## src/rtl/bias_ram_loader_pkg.sv

```systemverilog
// ---------------------------------------------------------------------------
// bias_ram_loader_pkg
// Shared constants and types for the bias RAM loader.
//   AXI_WIDTH_DATA  : width of one DMA stream word (and one bias RAM write word)
//   CHANNEL_OUT_NUM : output channels; each bias is 32 bits wide
//   WORDS_PER_ROW   : write words that make up one bias RAM read row
//   ROW_SEL_BITS    : low address bits selecting a word inside a read row
//   load_state_e    : loader FSM states
// ---------------------------------------------------------------------------
package bias_ram_loader_pkg;

  localparam int AXI_WIDTH_DATA  = 64;
  localparam int CHANNEL_OUT_NUM = 8;
  localparam int WORDS_PER_ROW   = (CHANNEL_OUT_NUM * 32) / AXI_WIDTH_DATA;
  localparam int ROW_SEL_BITS    = $clog2(WORDS_PER_ROW);

  typedef enum logic [1:0] {
    IDLE = 2'd0,
    LOAD = 2'd1,
    PAD  = 2'd2,
    DONE = 2'd3
  } load_state_e;

endpackage

```

## src/rtl/bias_ram_loader.sv

```systemverilog
// ---------------------------------------------------------------------------
// bias_ram_loader
// Turns a stream of packed bias words from the AXI DMA into bias RAM write
// port signals. Loads a programmed number of words from address 0, zero-pads
// the tail up to a full read row, then pulses done to the layer controller.
//
// Ports:
//   clk, rst   : single clock, asynchronous active-high reset
//   start      : one-cycle load request, only honoured while idle
//   word_num   : number of words to load (clipped to 2^ADDR_BITS)
//   s_tdata/s_tvalid/s_tready : incoming stream handshake
//   ram_wdata/ram_waddr/ram_we : bias RAM write port
//   busy       : high from accepted start until the done pulse
//   done       : one-cycle completion pulse
//   checksum   : XOR of all accepted words (only with BIAS_LOAD_CHECKSUM_EN)
//
// Optional feature macro: BIAS_LOAD_CHECKSUM_EN
// ---------------------------------------------------------------------------
module bias_ram_loader
  import bias_ram_loader_pkg::*;
#(
  parameter int ADDR_BITS = 9,
  parameter int DATA_W    = AXI_WIDTH_DATA
) (
  input  logic                 clk,
  input  logic                 rst,
  input  logic                 start,
  input  logic [ADDR_BITS:0]   word_num,
  input  logic [DATA_W-1:0]    s_tdata,
  input  logic                 s_tvalid,
  output logic                 s_tready,
  output logic [DATA_W-1:0]    ram_wdata,
  output logic [ADDR_BITS-1:0] ram_waddr,
  output logic                 ram_we,
  output logic                 busy,
`ifdef BIAS_LOAD_CHECKSUM_EN
  output logic                 done,
  output logic [DATA_W-1:0]    checksum
`else
  output logic                 done
`endif
);

  // Full RAM depth; the counters are one bit wider so this value fits.
  localparam logic [ADDR_BITS:0] MAX_WORDS = {1'b1, {ADDR_BITS{1'b0}}};
  localparam logic [ADDR_BITS:0] ADDR_ONE  = {{ADDR_BITS{1'b0}}, 1'b1};

  load_state_e            state_q, state_d;
  logic [ADDR_BITS:0]     n_q, n_d;
  logic [ADDR_BITS:0]     addr_q, addr_d;
  logic                   s_tready_q, s_tready_d;
  logic [DATA_W-1:0]      ram_wdata_q, ram_wdata_d;
  logic [ADDR_BITS-1:0]   ram_waddr_q, ram_waddr_d;
  logic                   ram_we_q, ram_we_d;
  logic                   busy_q, busy_d;
  logic                   done_q, done_d;

  logic                   handshake;
  logic [ADDR_BITS:0]     addr_inc;
  logic                   last_word;
  logic [ADDR_BITS:0]     n_clip;

  // A word is taken only while we advertise ready; the address counter also
  // counts accepted words, so the N-th handshake is when addr+1 reaches N.
  assign handshake = s_tvalid & s_tready_q;
  assign addr_inc  = addr_q + ADDR_ONE;
  assign last_word = (addr_inc == n_q);
  assign n_clip    = (word_num > MAX_WORDS) ? MAX_WORDS : word_num;

  // Next-state and registered-output logic. Every output is registered, so
  // a write appears exactly one cycle after the handshake (or pad step) that
  // produced it, and ready drops the cycle after the final handshake.
  always_comb begin
    state_d     = state_q;
    n_d         = n_q;
    addr_d      = addr_q;
    s_tready_d  = s_tready_q;
    ram_wdata_d = ram_wdata_q;
    ram_waddr_d = ram_waddr_q;
    ram_we_d    = 1'b0;
    busy_d      = busy_q;
    done_d      = 1'b0;

    unique case (state_q)
      IDLE: begin
        if (start) begin
          n_d    = n_clip;
          addr_d = '0;
          busy_d = 1'b1;
          if (n_clip == '0) begin
            state_d = DONE;
          end else begin
            state_d    = LOAD;
            s_tready_d = 1'b1;
          end
        end
      end

      LOAD: begin
        if (handshake) begin
          ram_we_d    = 1'b1;
          ram_wdata_d = s_tdata;
          ram_waddr_d = addr_q[ADDR_BITS-1:0];
          addr_d      = addr_inc;
          if (last_word) begin
            s_tready_d = 1'b0;
            // A full RAM (N = 2^ADDR_BITS) is row aligned, so it skips PAD.
            state_d    = (n_q[ROW_SEL_BITS-1:0] != '0) ? PAD : DONE;
          end
        end
      end

      PAD: begin
        ram_we_d    = 1'b1;
        ram_wdata_d = '0;
        ram_waddr_d = addr_q[ADDR_BITS-1:0];
        addr_d      = addr_inc;
        if (addr_inc[ROW_SEL_BITS-1:0] == '0) begin
          state_d = DONE;
        end
      end

      DONE: begin
        busy_d  = 1'b0;
        done_d  = 1'b1;
        state_d = IDLE;
      end

      default: begin
        state_d = IDLE;
      end
    endcase
  end

  // State and output registers; reset returns everything to idle at once,
  // abandoning any partially loaded RAM contents.
  always_ff @(posedge clk or posedge rst) begin
    if (rst) begin
      state_q     <= IDLE;
      n_q         <= '0;
      addr_q      <= '0;
      s_tready_q  <= 1'b0;
      ram_wdata_q <= '0;
      ram_waddr_q <= '0;
      ram_we_q    <= 1'b0;
      busy_q      <= 1'b0;
      done_q      <= 1'b0;
    end else begin
      state_q     <= state_d;
      n_q         <= n_d;
      addr_q      <= addr_d;
      s_tready_q  <= s_tready_d;
      ram_wdata_q <= ram_wdata_d;
      ram_waddr_q <= ram_waddr_d;
      ram_we_q    <= ram_we_d;
      busy_q      <= busy_d;
      done_q      <= done_d;
    end
  end

  assign s_tready  = s_tready_q;
  assign ram_wdata = ram_wdata_q;
  assign ram_waddr = ram_waddr_q;
  assign ram_we    = ram_we_q;
  assign busy      = busy_q;
  assign done      = done_q;

`ifdef BIAS_LOAD_CHECKSUM_EN
  logic [DATA_W-1:0] checksum_q, checksum_d;

  // Running XOR of accepted words. Pad words are zero and would not change
  // it, so only handshakes are folded in. It stays put after done until the
  // next accepted start clears it.
  always_comb begin
    checksum_d = checksum_q;
    if (state_q == IDLE && start) begin
      checksum_d = '0;
    end else if (state_q == LOAD && handshake) begin
      checksum_d = checksum_q ^ s_tdata;
    end
  end

  // Checksum register.
  always_ff @(posedge clk or posedge rst) begin
    if (rst) begin
      checksum_q <= '0;
    end else begin
      checksum_q <= checksum_d;
    end
  end

  assign checksum = checksum_q;
`endif

endmodule

```

## config.mk

```make
export PLATFORM = sky130hd
export DESIGN_NAME = bias_ram_loader
export DESIGN_NICKNAME = d
export VERILOG_FILES = /design/src/rtl/bias_ram_loader_pkg.sv /design/src/rtl/bias_ram_loader.sv
export SDC_FILE = /design/constraint.sdc
export NUM_CORES = 1
export LEC_CHECK = 0
export BUFFER_PORTS_ARGS = -buffer_cell sky130_fd_sc_hd__buf_2
export CORE_MARGIN = 2
export CORE_UTILIZATION = 49
export DETAILED_ROUTE_END_ITERATION = 8
export PLACE_DENSITY = 0.79
export REMOVE_ABC_BUFFERS = 1
export SLEW_MARGIN = 20
export SYNTH_ARGS = -nofsm -noshare
export SYNTH_HDL_FRONTEND = slang
export SYNTH_SLANG_ARGS = --single-unit
```

## constraint.sdc

```tcl
create_clock -name clk -period 4.4 [get_ports clk]
set_input_delay 0.88 -clock clk [delete_from_list [all_inputs] [get_ports clk]]
set_output_delay 0.88 -clock clk [all_outputs]
set_load 0.02 [all_outputs]
```

# [After elaboration in Yosys (flattened, before gate mapping)]
# Index checks and enable logic that the tools add are counted.
[totals] reg_bits=99 latchBits=0 mem_bits_rw=0 romBits=0 input_bits=78 out_inout_bits=77 elab_cells=60 memories=0
[classes] n_addsub=1 mul=0 div=0 n_lt_le_gt_ge=1 eq_ne=9 shifts=0 n_mux=25 bitwise=1 reduce_logical=14
[op_table] cell="one-hot mux 64 bit (2 select lines)" n=1
[op_table] cell="two-way mux 64 bit" n=1
[op_table] cell="two-way mux 10 bit" n=3
[op_table] cell="one-hot mux 10 bit (3 select lines)" n=1
[op_table] cell="one-hot mux 9 bit (2 select lines)" n=1
[op_table] cell="adder 10 x 1 -> 10 bit (second input constant)" n=1
[op_table] cell="equality test 10 bit" n=1
[op_table] cell="> comparator 10 bit (second input constant)" n=1
[op_table] cell="logical NOT 10 bit" n=1
[op_table] cell="two-way mux 2 bit" n=5
[op_table] cell="!= test 2 bit (second input constant)" n=5
[op_table] cell="two-way mux 9 bit" n=1
[op_table] cell="two-way mux 1 bit" n=8
[op_table] cell="one-hot mux 2 bit (4 select lines)" n=1
[op_table] cell="nonzero test 2 bit" n=4
[op_table] cell="one-hot mux 1 bit (2 select lines)" n=3
[op_table] cell="AND reduction 2 bit" n=3
[op_table] cell="AND reduction 5 bit" n=1
[op_table] cell="equality test 2 bit (second input constant)" n=2
[op_table] cell="logical NOT 2 bit" n=2
[op_table] cell="AND reduction 4 bit" n=1
[op_table] cell="AND reduction 3 bit" n=1
[op_table] cell="nonzero test 3 bit" n=1
[op_table] cell="equality test 2 x 1 -> 1 bit (second input constant)" n=1
[op_table] cell="AND 1 bit" n=1

# [Longest topological paths before layout]
[depth] depth_word=6 mapped_depth=9 ltp_nobuf=8

# [Least setup slack after synthesis]
# No wires, ideal clock.
[synth_timing] path_type="input-to-reg" startpoint="input s_tvalid" endpoint="register state_q[1]" setup_ns=0.131 t_arrival_ns=2.159 required_time_ns=4.269 path_slack_ns=2.110 cell_stages=5 path_buffers=0 path_cell_list="nand2_1 or4_4 nor4_4 nor2_1 or3_1"
[synth_via] elab_chain_len=3
[synth_lines] element="start: declaration" line_no="bias_ram_loader.sv:30" rtl="input logic s_tvalid,"
[synth_lines] element="AND 1 bit" line_no="bias_ram_loader.sv:65" rtl="assign handshake = s_tvalid & s_tready_q;"
[synth_lines] element="!= test 2 bit (no line)"
[synth_lines] element="AND reduction 4 bit (no line)"
[synth_lines] element="end signal: assignment" line_no="bias_ram_loader.sv:149" rtl="state_q <= state_d;"
[synth_lines] element="end: declaration" line_no="bias_ram_loader.sv:48" rtl="load_state_e state_q, state_d;"
# No other way between the ends.
# A chain may end at the register's enable or synchronous reset.

# [Worst setup path in the final report]
[layout_timing] startpoint="register addr_q[0]" endpoint="register state_q[1]"
[layout_via] elab_chain_len=4
[layout_lines] element="start: declaration" line_no="bias_ram_loader.sv:50" rtl="logic [ADDR_BITS:0] addr_q, addr_d;"
[layout_lines] element="start signal: assignment" line_no="bias_ram_loader.sv:151" rtl="addr_q <= addr_d;"
[layout_lines] element="adder 10 x 1 -> 10 bit (*)" line_no="bias_ram_loader.sv:66" rtl="assign addr_inc = addr_q + ADDR_ONE;"
[layout_lines] element="equality test 10 bit or logical NOT 2 bit (tied branches)" line_no="bias_ram_loader.sv:67, bias_ram_loader.sv:118"
[layout_lines] element="!= test 2 bit (no line)"
[layout_lines] element="AND reduction 4 bit (no line) (*)"
# Every way passes the cells marked *; elsewhere a longest branch is shown, timed or not.

==> flow_summary.toml <==
[die]
dieHeight_um = 96.9
core_area_mm2 = 0.00830
design.die.area_mm2 = 0.00938
num_rows = 33
start_util_pct = 50.9
ioPinCount = 155
dieWidth_um = 96.9

[pwr]
power_frac_seq_pct = 37.8
comb_power_share_pct = 48.4
sw_frac_of_total_pct = 43.1
p_per_area_mw_per_mm2 = 757
p_clk_share_pct = 13.7
ir_drop_mv = 0.392
p_leak_nw = 2.75
p_sw_mw = 1.72
p_int_mw = 2.28

[placed_design]
gp_congestion = 0.852
port_buffers = 154
placed_cell_area_mm2 = 0.00508
place_ws_ns = 1.64
dp_hpwl_mm = 7.08

[synth]
ys_warn_count = 0
syn-cell-area_mm2 = 0.00423
synthFlopType = "dfrtp_1"
synth_seq_area_share_pct = 58.6
syn_area_per_cell_um2 = 12.0
yosysTopAreaCellShare_pct = 58.6
synth_top_cell_by_area = "dfrtp_1"
synth_seq_cells = 99
synthTopCellsByCount = "dfrtp_1, a22o_1, nand2_1"
ys_top_cells_by_area = "dfrtp_1, a22o_1, o21ai_0"
syn-instance-count = 352
yosysMostFrequentCell = "dfrtp_1"
synth_cell_types = 51
synth_edf_count = 0
async_flop_share_pct = 100

[cts]
postCtsHoldBufs = 0
cts_tree = "done"
clk_latency_ns = 0.37
clkSinkCount = 99
ctsRootBufferMaster = "clkbuf_8"
cts.clk_slew.worst_paths_ns = 0.10
cts_buffers = 9
post_cts_buffers = 0
cts_resized = 0
cts_max_path_buffers = 2
htreeDepth = 3

[grt]
grt_util_all_layers_pct = 22.0
antenna_found_initial = 0
grt_pass1_wl_mm = 16.8
grt_remaining_overflow = 0
grt_max_degree = 71
grt_pass1_vias = 3278

[critical_path]
r2r-start = "addr_q[0]"
cp-start-kind = "flip-flop"
reg2reg_to = "state_q[1]"
crit_end = "state_q[1]"
endpoint_kind = "flip-flop"
path_max_fanout = 8
setup.worst_path.class = "reg -> reg"
ff2ff_path_depth = 7
crit_required_ns = 4.65
crit_start = "addr_q[0]"
r2r_setup_slack_ns = 2.02
arrival_ns = 2.62

[timing]
fmax_mhz = 421
hold_viol_final = 0
skew_ns = 0.0137
maxSlewViolCount = 0
fin_hold_ws_ns = 0.487
finalCriticalPeriod_ns = 2.38
relSlewSlack_pct = 44.2
worst_slew_pin_slew_ns = 0.837
finalSetupViolations = 0
finalWorstSetupSlack_ns = 2.02
rsz0062_at_grt = "no"
period_share_pct = 54.0

[cells_and_area]
drive_gt1_share_pct = 38.6
fin_nets = 583
area_delta_synth_final_pct = 25.1
area.sequential_mm2 = 0.00248
num-fill-cells = 673
multiInputGateArea_mm2 = 0.00164
diodes = 0
final_area_mm2 = 0.00529

[outcome]
status = "finished clean"

[drt]
routed_wl_mm = 10.0
dr.first_iter.drc_count = 214
vias = 3354
wl_per_cell_um = 16.5
ant_nets = 0
drc = 0
first_pass_iters = 4
viasPerCell = 5.52

[hold_path]
holdCritPathClass = "reg -> reg"

[flow_run]
cap_violations = 0
-- flip-flops by register name, summed over array words and instances, names as in the netlist --
| name | cells |
|---|---|
| addr_q | 10 |
| busy | 1 |
| done | 1 |
| n_q | 10 |
| ram_waddr | 9 |
| ram_wdata | 64 |
| ram_we | 1 |
| s_tready | 1 |
| state_q | 2 |
-- through the flow --
stage	power [mW]	util, %	setup TNS [ns]	instances
global route	4.28	63.7	0	608
floorplan	2.81	-	-16.54	329
CTS	3.99	63.3	0	607
detailed placement	3.44	61.2	0	592
finish	4.00	63.7	0	608
global placement	3.38	61.2	0	592
-- per-layer routing --
layer | share of wire (%) | track usage [%] | vias to the layer above
li1 | - | - | 1592
met2 | 48 | 34.2 | 137
met3 | 6.2 | 4.26 | 13
met1 | 44 | 31.3 | 1612
met5 | 0 | 0 | -
met4 | 1.3 | 6.93 | 0
-- worst max-delay path, stage by stage (launching register included) --
cell,delay (ns)
dfrtp_1,0.49
ha_1,0.32
and2_1,0.21
o21ai_0,0.30
a31oi_4,0.14
nor4_4,0.37
nor2_1,0.08
or3_1,0.35
-- worst min-delay path by stage --
stage | slack [ns] | depth (start not counted) | endpoint | startpoint
4_1_cts | 0.49 | 2 | ram_waddr[3] | ram_waddr[3]
3_5_place_dp | 0.47 | 2 | ram_waddr[3] | ram_waddr[3]
6_report | 0.49 | 2 | ram_waddr[3] | ram_waddr[3]
5_1_grt | 0.52 | 1 | ram_wdata[61] | ram_wdata[61]
3_3_place_gp | 0.46 | 2 | ram_waddr[5] | ram_waddr[5]
2_1_floorplan | 0.47 | 2 | n_q[5] | n_q[5]
-- layout make-up --
cell class,instances,share of cell area [%]
clock inverter,6,1.09
sequential,99,46.9
tap,105,2.49
clock buffer,9,2.34
inverter,7,0.545
timing repair buffer,159,15.7
multi-input combinational,223,31.0
-- logic make-up after synthesis --
group	after synthesis	synth area share, %
AOI/OAI and AO/OA	112	20.7
xor gates and xnor gates	10	2.25
adders and majority gates	6	1.78
buffers and inverters	30	2.99
DFF	99	58.6
muxes	9	2.40
and+or+nand+nor	86	11.3
-- power by group through the flow --
stage	clock, mW	combinational [mW]	sequential, mW
final	0.549	1.94	1.51
after global routing	0.600	2.11	1.57
after CTS	0.562	1.92	1.51
after detailed placement	0	1.90	1.53
after global placement	0	1.86	1.52
after floorplan	0	0.915	1.90
-- placed cells by master (no fill, tap or decap), drive strengths merged, types with 3 or more instances in the layout --
cell type	Yosys	layout
buf	5	159
dfrtp	99	99
a22o	66	66
nand2	27	27
o21ai	22	22
nand2b	11	11
inv	7	10
mux2	9	9
clkbuf	18	9
nor2	8	8
nand3	7	7
xnor2	6	6
ha	6	6
nand4	5	5
nor3	5	5
a21oi	5	5
nor2b	4	4
xor2	4	4
a31oi	4	4
clkinv	0	3
nor4	3	3
or2	3	3
No activity file was read; power rests on OpenSTA's default activity.
